`config.mk`:
```
export PLATFORM = sky130hd
export DESIGN_NAME = change_log_writer
export DESIGN_NICKNAME = d
export VERILOG_FILES = /design/src/rtl/change_log_pkg.sv /design/src/rtl/change_log_blkq.sv /design/src/rtl/change_log_writer.sv
export SDC_FILE = /design/constraint.sdc
export NUM_CORES = 1
export LEC_CHECK = 0
export CAP_MARGIN = 20
export CORE_MARGIN = 4
export CORE_UTILIZATION = 45
export CTS_BUF_LIST = sky130_fd_sc_hd__clkbuf_2
export DETAILED_ROUTE_END_ITERATION = 10
export GPL_TIMING_DRIVEN = 1
export HOLD_SLACK_MARGIN = 0.08
export PLACE_DENSITY_LB_ADDON = 0.15
export SLEW_MARGIN = 5
export SYNTH_ARGS = -nofsm -noshare
export SYNTH_HDL_FRONTEND = slang
export SYNTH_SLANG_ARGS = --single-unit
```
`constraint.sdc`:
```
create_clock -name CLK -period 7.2 [get_ports CLK]
set_clock_uncertainty 0.15 [all_clocks]
set_input_delay 1.44 -clock CLK [delete_from_list [all_inputs] [get_ports CLK]]
set_output_delay 1.44 -clock CLK [all_outputs]
set_load 0.01 [all_outputs]
```
`src/rtl/change_log_pkg.sv`:
```
// Shared constants and writer state encoding for the change-detect logger.
package change_log_pkg;
  localparam int CL_ADDR_LEN   = 10;
  localparam int CL_DATA_WIDTH = 32;
  localparam int CL_BLOCK_LEN  = 6;
  localparam int CL_DROP_W     = 16;

  typedef enum logic {
    ST_RUN   = 1'b0,
    ST_STALL = 1'b1
  } wr_state_e;
endpackage

```
`src/rtl/change_log_blkq.sv`:
```
// Completed-block queue: tracks the oldest undrained block (head) and the
// number of blocks awaiting drain (pending).
module change_log_blkq #(
  parameter int IDX_W = 4
) (
  input  logic             clk_i,
  input  logic             rst_i,
  input  logic             push_i,
  input  logic             pop_i,
  input  logic [IDX_W-1:0] push_index_i,
  output logic             valid_o,
  output logic [IDX_W-1:0] index_o,
  output logic             full_o,
  output logic             fill_o
);
  localparam int NUM_BLOCKS = 1 << IDX_W;
  localparam logic [IDX_W:0] LAST_FREE = (IDX_W+1)'(NUM_BLOCKS - 1);

  logic [IDX_W:0]   pend_q, pend_d;
  logic [IDX_W-1:0] head_q, head_d;
  logic             pop_ok;

  assign pop_ok = pop_i && valid_o;

  always_comb begin
    pend_d = pend_q;
    head_d = head_q;
    if (push_i && !pop_ok)      pend_d = pend_q + 1'b1;
    else if (pop_ok && !push_i) pend_d = pend_q - 1'b1;
    // An empty queue adopts the pushed block as its oldest entry.
    if (pop_ok)                          head_d = head_q + 1'b1;
    else if (push_i && pend_q == '0)     head_d = push_index_i;
  end

  always_ff @(posedge clk_i) begin
    if (rst_i) begin
      pend_q <= '0;
      head_q <= '0;
    end else begin
      pend_q <= pend_d;
      head_q <= head_d;
    end
  end

  assign valid_o = (pend_q != '0);
  assign index_o = head_q;
  // pending never exceeds NUM_BLOCKS, so the MSB alone marks a full queue.
  assign full_o  = pend_q[IDX_W];
  assign fill_o  = push_i && !pop_ok && (pend_q == LAST_FREE);
endmodule

```
`src/rtl/change_log_writer.sv`:
```
// Change-detect logger writing changed words to sequential memory addresses.
// Define CHANGE_LOG_DROP_CNT_EN to add the saturating DROP_CNT output.
module change_log_writer
  import change_log_pkg::*;
#(
  parameter int ADDR_LEN   = CL_ADDR_LEN,
  parameter int DATA_WIDTH = CL_DATA_WIDTH,
  parameter int BLOCK_LEN  = CL_BLOCK_LEN
) (
  input  logic                          CLK,
  input  logic                          RST,
  input  logic [DATA_WIDTH-1:0]         IN,
  output logic [ADDR_LEN-1:0]           MEM_ADDR,
  output logic [DATA_WIDTH-1:0]         MEM_D,
  output logic                          MEM_WE,
  output logic                          BLK_VALID,
  output logic [ADDR_LEN-BLOCK_LEN-1:0] BLK_INDEX,
  input  logic                          BLK_READY,
  output logic                          STALL
`ifdef CHANGE_LOG_DROP_CNT_EN
  ,
  output logic [CL_DROP_W-1:0]          DROP_CNT
`endif
);
  localparam int IDX_W = ADDR_LEN - BLOCK_LEN;

  logic [DATA_WIDTH-1:0] d_in_q;
  logic [ADDR_LEN-1:0]   wr_ptr_q;
  logic [ADDR_LEN-1:0]   mem_addr_q;
  logic [DATA_WIDTH-1:0] mem_d_q;
  logic                  mem_we_q;
  wr_state_e             state_q;

  logic                  change, push, pop, blk_full, blk_fill;
  logic [IDX_W-1:0]      push_idx;

  assign change   = (IN != d_in_q);
  // The write issued last cycle closes a block when it hit the block's last word.
  assign push     = mem_we_q && (&mem_addr_q[BLOCK_LEN-1:0]);
  assign push_idx = mem_addr_q[ADDR_LEN-1:BLOCK_LEN];
  assign pop      = BLK_READY && BLK_VALID;

  change_log_blkq #(.IDX_W(IDX_W)) u_blkq (
    .clk_i        (CLK),
    .rst_i        (RST),
    .push_i       (push),
    .pop_i        (BLK_READY),
    .push_index_i (push_idx),
    .valid_o      (BLK_VALID),
    .index_o      (BLK_INDEX),
    .full_o       (blk_full),
    .fill_o       (blk_fill)
  );

  // A change arriving on the edge that fills the queue would land on the
  // oldest undrained block, so it is dropped as if already stalled.
  always_ff @(posedge CLK) begin
    if (RST) begin
      d_in_q     <= '0;
      wr_ptr_q   <= '0;
      state_q    <= ST_RUN;
      mem_we_q   <= 1'b0;
      mem_addr_q <= '0;
      mem_d_q    <= '0;
    end else begin
      d_in_q   <= IN;
      mem_we_q <= 1'b0;
      case (state_q)
        ST_RUN: begin
          if (change && !blk_fill) begin
            mem_we_q   <= 1'b1;
            mem_addr_q <= wr_ptr_q;
            mem_d_q    <= IN;
            wr_ptr_q   <= wr_ptr_q + 1'b1;
          end
          if (blk_fill) state_q <= ST_STALL;
        end
        ST_STALL: if (pop) state_q <= ST_RUN;
        default:  state_q <= ST_RUN;
      endcase
    end
  end

`ifdef CHANGE_LOG_DROP_CNT_EN
  logic                 drop;
  logic [CL_DROP_W-1:0] drop_q;

  assign drop = change && ((state_q == ST_STALL) || blk_fill);

  always_ff @(posedge CLK) begin
    if (RST)                         drop_q <= '0;
    else if (drop && drop_q != '1)   drop_q <= drop_q + 1'b1;
  end

  assign DROP_CNT = drop_q;
`endif

  assign MEM_ADDR = mem_addr_q;
  assign MEM_D    = mem_d_q;
  assign MEM_WE   = mem_we_q;
  assign STALL    = (state_q == ST_STALL) && blk_full;
endmodule

```
== Yosys cells after proc, flatten, opt, wreduce, memory -nomap -nowiden ==
Cells that the tools add are included.

* Memories: 0
* ROM bits: 0
* Register bits after elaboration: 95
* Memory bits (writable): 0
* Output and inout port bits: 49
* Input port bits: 35
* Latch bits: 0
* Word-level logic and storage cells: 41

* Muxes and demuxes: 8
* Reductions and logical operators: 18
* Div/mod/pow operators: 0
* Add/sub/neg operators: 4
* Equality and inequality tests: 2
* $mul: 0
* Shifts and indexed selects: 0
* Order comparisons: 0
* Bitwise operators: 1

{| class="wikitable"
|+ Operators with widths
! operator !! count
|-
| inequality test 32 bit || 1
|-
| adder 10 x 1 -> 10 bit (second input constant) || 1
|-
| 2-to-1 mux 5 bit || 2
|-
| logical AND 1 bit || 8
|-
| 2-to-1 mux 4 bit || 2
|-
| AND reduction 6 bit || 1
|-
| adder 5 x 1 -> 5 bit (second input constant) || 1
|-
| equality test 5 x 4 -> 1 bit (second input constant) || 1
|-
| zero test 5 bit || 1
|-
| nonzero test 5 bit || 1
|-
| subtractor 5 x 1 -> 5 bit (second input constant) || 1
|-
| adder 4 x 1 -> 4 bit (second input constant) || 1
|-
| nonzero test 2 bit || 2
|-
| zero test 1 bit || 3
|-
| 2-to-1 mux 1 bit || 3
|-
| case mux 1 bit (2 select lines) || 1
|-
| AND reduction 2 bit || 1
|-
| OR reduction 2 bit || 1
|-
| inverter 1 bit || 1
|}

== Longest topological paths before layout ==
* Depth after elaboration: 8
* Mapped depth: 11
* Depth with buffers taken out: 11

== Cells and area by module ==
Synthesis repeated with hierarchy kept, for this count alone.

* Cells, all modules: 371
* Area total of the unflattened synthesis: 3842.4 µm²

{| class="wikitable"
|+ By module, submodules not included
! module !! instances !! sequential area each (µm²) !! area an instance (µm²) !! cells an instance
|-
| change_log_writer || 1 || 1721.7 || 3258.1 || 306
|-
| change_log_blkq || 1 || 180.2 || 584.3 || 65
|}

== Least setup slack after synthesis ==
No wires, ideal clock.

* Path type: input port to flip-flop
* From: input port BLK_READY
* To: register u_blkq.pend_q[4]
* Library setup time: 0.071 ns
* Path buffers: 0
* Data required time: 6.979 ns
* Setup slack: 3.658 ns
* Arrival: 3.321 ns
* Stages on the path: 10
* Cells stage by stage: o21a_1 > inv_1 > ha_1 > inv_1 > fa_1 > a21o_1 > a21oi_1 > xnor2_1 > or3_1 > a21oi_1

* Longest elaborated chain between the ends: 4
* Elaborated cells between the ends (all ways): 6
* Those cells by class: 1 x mux; 5 x reduce/logical

{| class="wikitable"
|+ RTL lines
! element !! RTL line !! text
|-
| from (decl) || change_log_writer.sv:18 || <nowiki>input logic BLK_READY,</nowiki>
|-
| logical AND 1 bit * || change_log_blkq.sv:23 || <nowiki>assign pop_ok = pop_i && valid_o;</nowiki>
|-
| zero test 1 bit || change_log_blkq.sv:28 || <nowiki>if (push_i && !pop_ok) pend_d = pend_q + 1'b1;</nowiki>
|-
| logical AND 1 bit || change_log_blkq.sv:28 ||
|-
| 2-to-1 mux 5 bit or nonzero test 2 bit (tied branches) || -- ||
|-
| to (signal assigned) || change_log_blkq.sv:40 || <nowiki>pend_q <= pend_d;</nowiki>
|-
| to (decl) || change_log_blkq.sv:19 || <nowiki>logic [IDX_W:0] pend_q, pend_d;</nowiki>
|}

Every way passes the cells marked *; elsewhere a longest branch is shown, timed or not.
A chain may end at the register's enable or synchronous reset.

== Worst setup path in the final report ==
* From: register u_blkq.pend_q[0]
* To: output port BLK_VALID

* Longest elaborated chain between the ends: 1

{| class="wikitable"
|+ RTL lines
! element !! RTL line !! text
|-
| nonzero test 5 bit || change_log_blkq.sv:45 || <nowiki>assign valid_o = (pend_q != '0);</nowiki>
|-
| to (decl) || change_log_writer.sv:16 || <nowiki>output logic BLK_VALID,</nowiki>
|}

Every way passes these cells.

==> results.md <==
- The run finished with clean final reports.
- Summing all multi-input logic gate instances after layout gives 2220 sq um.
- The combinational group share of total power is 13.1%.
- The number of buffers created by CTS is 9.
- The worst hold margin is 0.362 ns.
- Sequential cells account for 61.9% of the total power.
- The number of hold violations in the final report is 0.
- The most area-hungry cell type in the Yosys netlist is sky130_fd_sc_hd__dfxtp_1.
- The cell type group with the largest total delay on the critical path is simple AND/OR/NAND/NOR gates.
- The minimum clock period after layout is 3.93 ns.
- The count of standard-cell rows is 35.
- Summing the areas of all compound-gate instances in the mapped netlist gives 4.67% of the synthesized area.
- The initial antenna violation count was 0.
- The level count of the clock H-tree is 3.
- During I/O placement, the number of pins put on the boundary was 84.
- The transition time at the pin with the least slew margin is 0.967 ns.
- The post-route netlist has 13.7% of its cells at a drive strength greater than 1.
- The register-to-register setup slack is 3.73 ns.
- The clock sink count is 95.
- The ratio of final minimum period to clock period is 54.6%.
- The clock transition time at the flip-flop clock pins of the worst setup and hold paths is 0.25 ns.
- The critical path data required time is 5.61 ns.
- The number of antenna diodes in the final layout is 0.
- The source-to-sink clock delay at the later pin of the worst-skew pair is 0.53 ns.
- Summing all flip-flop and latch instances after layout gives 1900 sq um.
- The half-perimeter wire length after detailed placement is 6220 um.
- The critical setup path kind is flop to output pin.
- The number of cells on the worst hold path is 2.
- Global routing consumed, over all layers together, 16.3% of the routing resources.
- The mean post-synth cell area is 11.1 sq um.
- In this run the most critical hold path is launched from MEM_ADDR[1]$_SDFFE_PP0P_.
- The count of flip-flops with a built-in enable after synthesis is 0.
- After detailed routing, the number of remaining DRC violations is 0.
- Synthesis produced 383 cells.
- The data arrival time of the critical path is 2.34 ns.
- After filler insertion, the fill cell instance count of the layout stands at 825.
- The final layout contains routed wiring with a total length of 8800 um.
- Summing internal, switching and leakage power gives 0.000906 W.
- In this run the static leakage power is 1.96 nW.
- The number of global-route vias before repair is 2,969.
- The largest single stage delay on the critical path is 0.63 ns.
- The number of buffers inserted to repair setup after CTS is 0.
- The post-layout instance count excluding filler cells is 596.
- The root buffer cell chosen for the clock tree is sky130_fd_sc_hd__clkbuf_2.
- The first detailed-routing pass ran for 5 iterations.
- Of the total synthesized cell area, the portion taken by AND, OR, NAND and NOR gates is 21.2%.
- In this run the remaining antenna-violating nets after routing total 0.
- Summing the areas of all xor and xnor instances in the mapped netlist gives 7.40% of the synthesized area.
- Once the clock tree was built, the resizer swapped 0 gates to a different size.
- The per-cell routed wire length is 14.8 um.
- Of all nets on the critical path, the largest fanout is 5.
- Entering global routing, the biggest net connects 106 pins.
- The number of flip-flops and latches in the synthesized netlist is 95.
- The worst slew margin relative to its limit is 35.5%.
- The detailed router's first-iteration violation count is 101.
- The die area is 11,100 sq um.
- The detail-routed via count per cell is 4.84.
- After synthesis, the netlist uses 36 different library cells.
- The cell-internal power is 0.000668 W.
- The startpoint type of the worst setup path is a flop.
- The max-slew violation count is 0.
- Summed over all nets, the switching power comes to 0.000238 W.
- The final setup TNS is 0 ns.
- By area, the combinational part of the netlist is dominated by simple AND/OR/NAND/NOR gates.
- Setup repair after global routing left no endpoint under its margin.
- Across the VDD grid, the largest voltage drop is 77.3 uV.
- The share of the synthesized area in the top cell type is 44.7%.
- The portion of total power attributed to the clock network is 25.0%.
- Of all flip-flops after synthesis, the portion carrying an async set or reset was 0%.
- The path class of the lowest-slack min-delay path is flop to flop.
- The summed instance area of the synthesized netlist is 4260 sq um.
- Sorting the synthesized cells by how often they occur yields 95 x sky130_fd_sc_hd__dfxtp_1, 64 x sky130_fd_sc_hd__nor2b_1, 35 x sky130_fd_sc_hd__xnor2_1, 32 x sky130_fd_sc_hd__mux2_4, 23 x sky130_fd_sc_hd__mux2i_1.
- Buffers placed on the I/O ports in this run total 83.
- Net switching is 26.3% of the power.
- Ranked by total cell area, the synthesized netlist is headed by sky130_fd_sc_hd__dfxtp_1 45%, sky130_fd_sc_hd__mux2_4 11%, sky130_fd_sc_hd__nor2b_1 9.4%.
- The die is 105 um wide.
- The area growth from synthesis to layout is 22.6%.
- The sequential cell area fraction in the yosys report is 44.7%.
- The portion of netlist area occupied by mux cells is 16.7%.
- In this run the critical register-to-register path is captured at u_blkq.pend_q[4]$_SDFFE_PP0P_.
- The kind of end point of the critical path is an output pin.
- The floorplan step set the die height to 105 um.
- Yosys instantiated no cell more often than sky130_fd_sc_hd__dfxtp_1.
- The count of hold buffers inserted by post-cts repair is 0.
- The worst flop-to-flop path startpoint is u_blkq.pend_q[0]$_SDFFE_PP0P_.
- The number of placed cells counting well taps is 580.
- The cell at the slowest stage of the critical path is sky130_fd_sc_hd__or4_1.
- The number of nets at the end of the flow is 504.
- The maximum achievable frequency is 254 MHz.
- Walking the worst path, the cells encountered are or4_1, or2_2, clkdlybuf4s50_1.
- For this run, the number of Yosys warnings is 0.
- The flip-flop cell with the highest count after synthesis is sky130_fd_sc_hd__dfxtp_1.
- The total grt overflow is 0.
- The core region area is 9240 sq um.
- The sum of buffers and inverters on the critical path is 1.
- TritonCTS built the clock tree.
- The net count of the mapped netlist is 425.
- The path with the worst hold slack has its endpoint at MEM_ADDR[1]$_SDFFE_PP0P_.
- For this block, the via count after detailed routing is 2,882.
- The setup-violating endpoint count in the final report is 0.
- The first-pass GRT wire length is 14,600 um.
- Across the run, the number of max-cap violations was 0.
- The global placer's final weighted congestion is 0.787.
- The adder-cell share of the synthesized area is 2.23%.
- The cell count of the worst reg-to-reg path is 11.
- Power spread over the standard cell area amounts to 173 nW/um^2.
- The buffer levels on the longest clock path is 2.
- The starting density of the core is 46.1%.
[cell usage in the layout (no fill, tap or decap), types with 2 or more instances in the layout]
cell	count
sky130_fd_sc_hd__ha_1	6
sky130_fd_sc_hd__a21oi_1	13
sky130_fd_sc_hd__and3_1	2
sky130_fd_sc_hd__and2_1	2
sky130_fd_sc_hd__dfxtp_1	95
sky130_fd_sc_hd__clkdlybuf4s50_1	82
sky130_fd_sc_hd__clkinv_4	2
sky130_fd_sc_hd__xnor2_1	35
sky130_fd_sc_hd__nor4_4	3
sky130_fd_sc_hd__nor2b_1	64
sky130_fd_sc_hd__nand2_1	5
sky130_fd_sc_hd__nor4_1	2
sky130_fd_sc_hd__nor2_1	12
sky130_fd_sc_hd__inv_6	2
sky130_fd_sc_hd__o21ai_0	3
sky130_fd_sc_hd__or2_2	10
sky130_fd_sc_hd__a21o_1	2
sky130_fd_sc_hd__clkbuf_2	9
sky130_fd_sc_hd__a211oi_1	4
sky130_fd_sc_hd__mux2_4	32
sky130_fd_sc_hd__clkinv_1	2
sky130_fd_sc_hd__mux2i_1	23
sky130_fd_sc_hd__nand3_1	2
sky130_fd_sc_hd__nand2b_1	21
sky130_fd_sc_hd__inv_1	3
sky130_fd_sc_hd__nand4_1	15
[cell type report]
| type | count | share of cell area (%) |
|---|---|---|
| timing repair buffer | 84 | 16.0 |
| clock inverter | 7 | 0.911 |
| sequential | 95 | 36.4 |
| clock buffer | 9 | 0.863 |
| inverter | 3 | 0.216 |
| multi-input combinational | 269 | 42.5 |
| tap | 129 | 3.09 |
[flip-flops by register name, indices dropped and copies added (netlist names)]
register and cells:
MEM_D 32, d_in_q 32, MEM_ADDR 10, wr_ptr_q 10
u_blkq.pend_q 5, u_blkq.index_o 4, MEM_WE 1, state_q 1
[per-layer routing]
| metal | wire length (um) | share of wire, % | global-route usage, % | up-vias |
|---|---|---|---|---|
| met1 | 4310 | 49 | 22.0 | 1347 |
| met4 | 153 | 1.7 | 6.00 | 0 |
| met3 | 353 | 4.0 | 3.43 | 12 |
| li1 | - | - | - | 1463 |
| met5 | 0 | 0 | 0 | - |
| met2 | 3980 | 45 | 25.8 | 60 |
[per-stage QoR]
step | worst slack (ns) | instance area (sq um) | utilization [%]
3_3_place_gp | 2.91 | 5130 | 55.5
3_5_place_dp | 2.85 | 5130 | 55.5
2_1_floorplan | 3.66 | 4260 | -
4_1_cts | 3.18 | 5220 | 56.5
5_1_grt | 3.14 | 5220 | 56.5
6_report | 3.27 | 5220 | 56.5
[power groups by stage]
| stage | combinational (W) | sequential (W) | clock [W] |
|---|---|---|---|
| 3_3_place_gp | 0.000117 | 0.000570 | 0 |
| 4_1_cts | 0.000120 | 0.000561 | 0.000236 |
| 5_1_grt | 0.000129 | 0.000564 | 0.000254 |
| 3_5_place_dp | 0.000119 | 0.000570 | 0 |
| 6_report | 0.000119 | 0.000560 | 0.000227 |
| 2_1_floorplan | 0.0000589 | 0.000573 | 0 |
[worst max-delay path by stage]
stage | from | end | slack [ns] | cells after the start
final | u_blkq.pend_q[0]$_SDFFE_PP0P_ | BLK_VALID | 3.27 | 3
after global routing | u_blkq.pend_q[0]$_SDFFE_PP0P_ | BLK_VALID | 3.14 | 3
after CTS | u_blkq.pend_q[0]$_SDFFE_PP0P_ | BLK_VALID | 3.18 | 3
after detailed placement | IN[10] | MEM_D[7]$_SDFFE_PP0P_ | 2.85 | 6
after global placement | IN[10] | MEM_D[11]$_SDFFE_PP0P_ | 2.91 | 6
after floorplan | BLK_READY | u_blkq.pend_q[4]$_SDFFE_PP0P_ | 3.66 | 10
[cell families (layout without fill, tap and decap cells)]
logic type,count (synthesis),after routing
flops,95,95
compound gates,28,28
xor+xnor,36,36
fa+ha+maj,7,7
buf+inv,19,103
mux,55,55
simple gates,143,143
[worst reg2reg max path: cells and delay by family (launching register included)]
family | cells | cell delay [ns]
AOI/OAI and AO/OA | 4 | 0.77
xor gates and xnor gates | 1 | 0.10
adders and majority gates | 2 | 0.73
buffers and inverters | 2 | 0.32
DFF | 1 | 0.42
and+or+nand+nor | 2 | 0.94
Power figures use the tool's default switching activity.
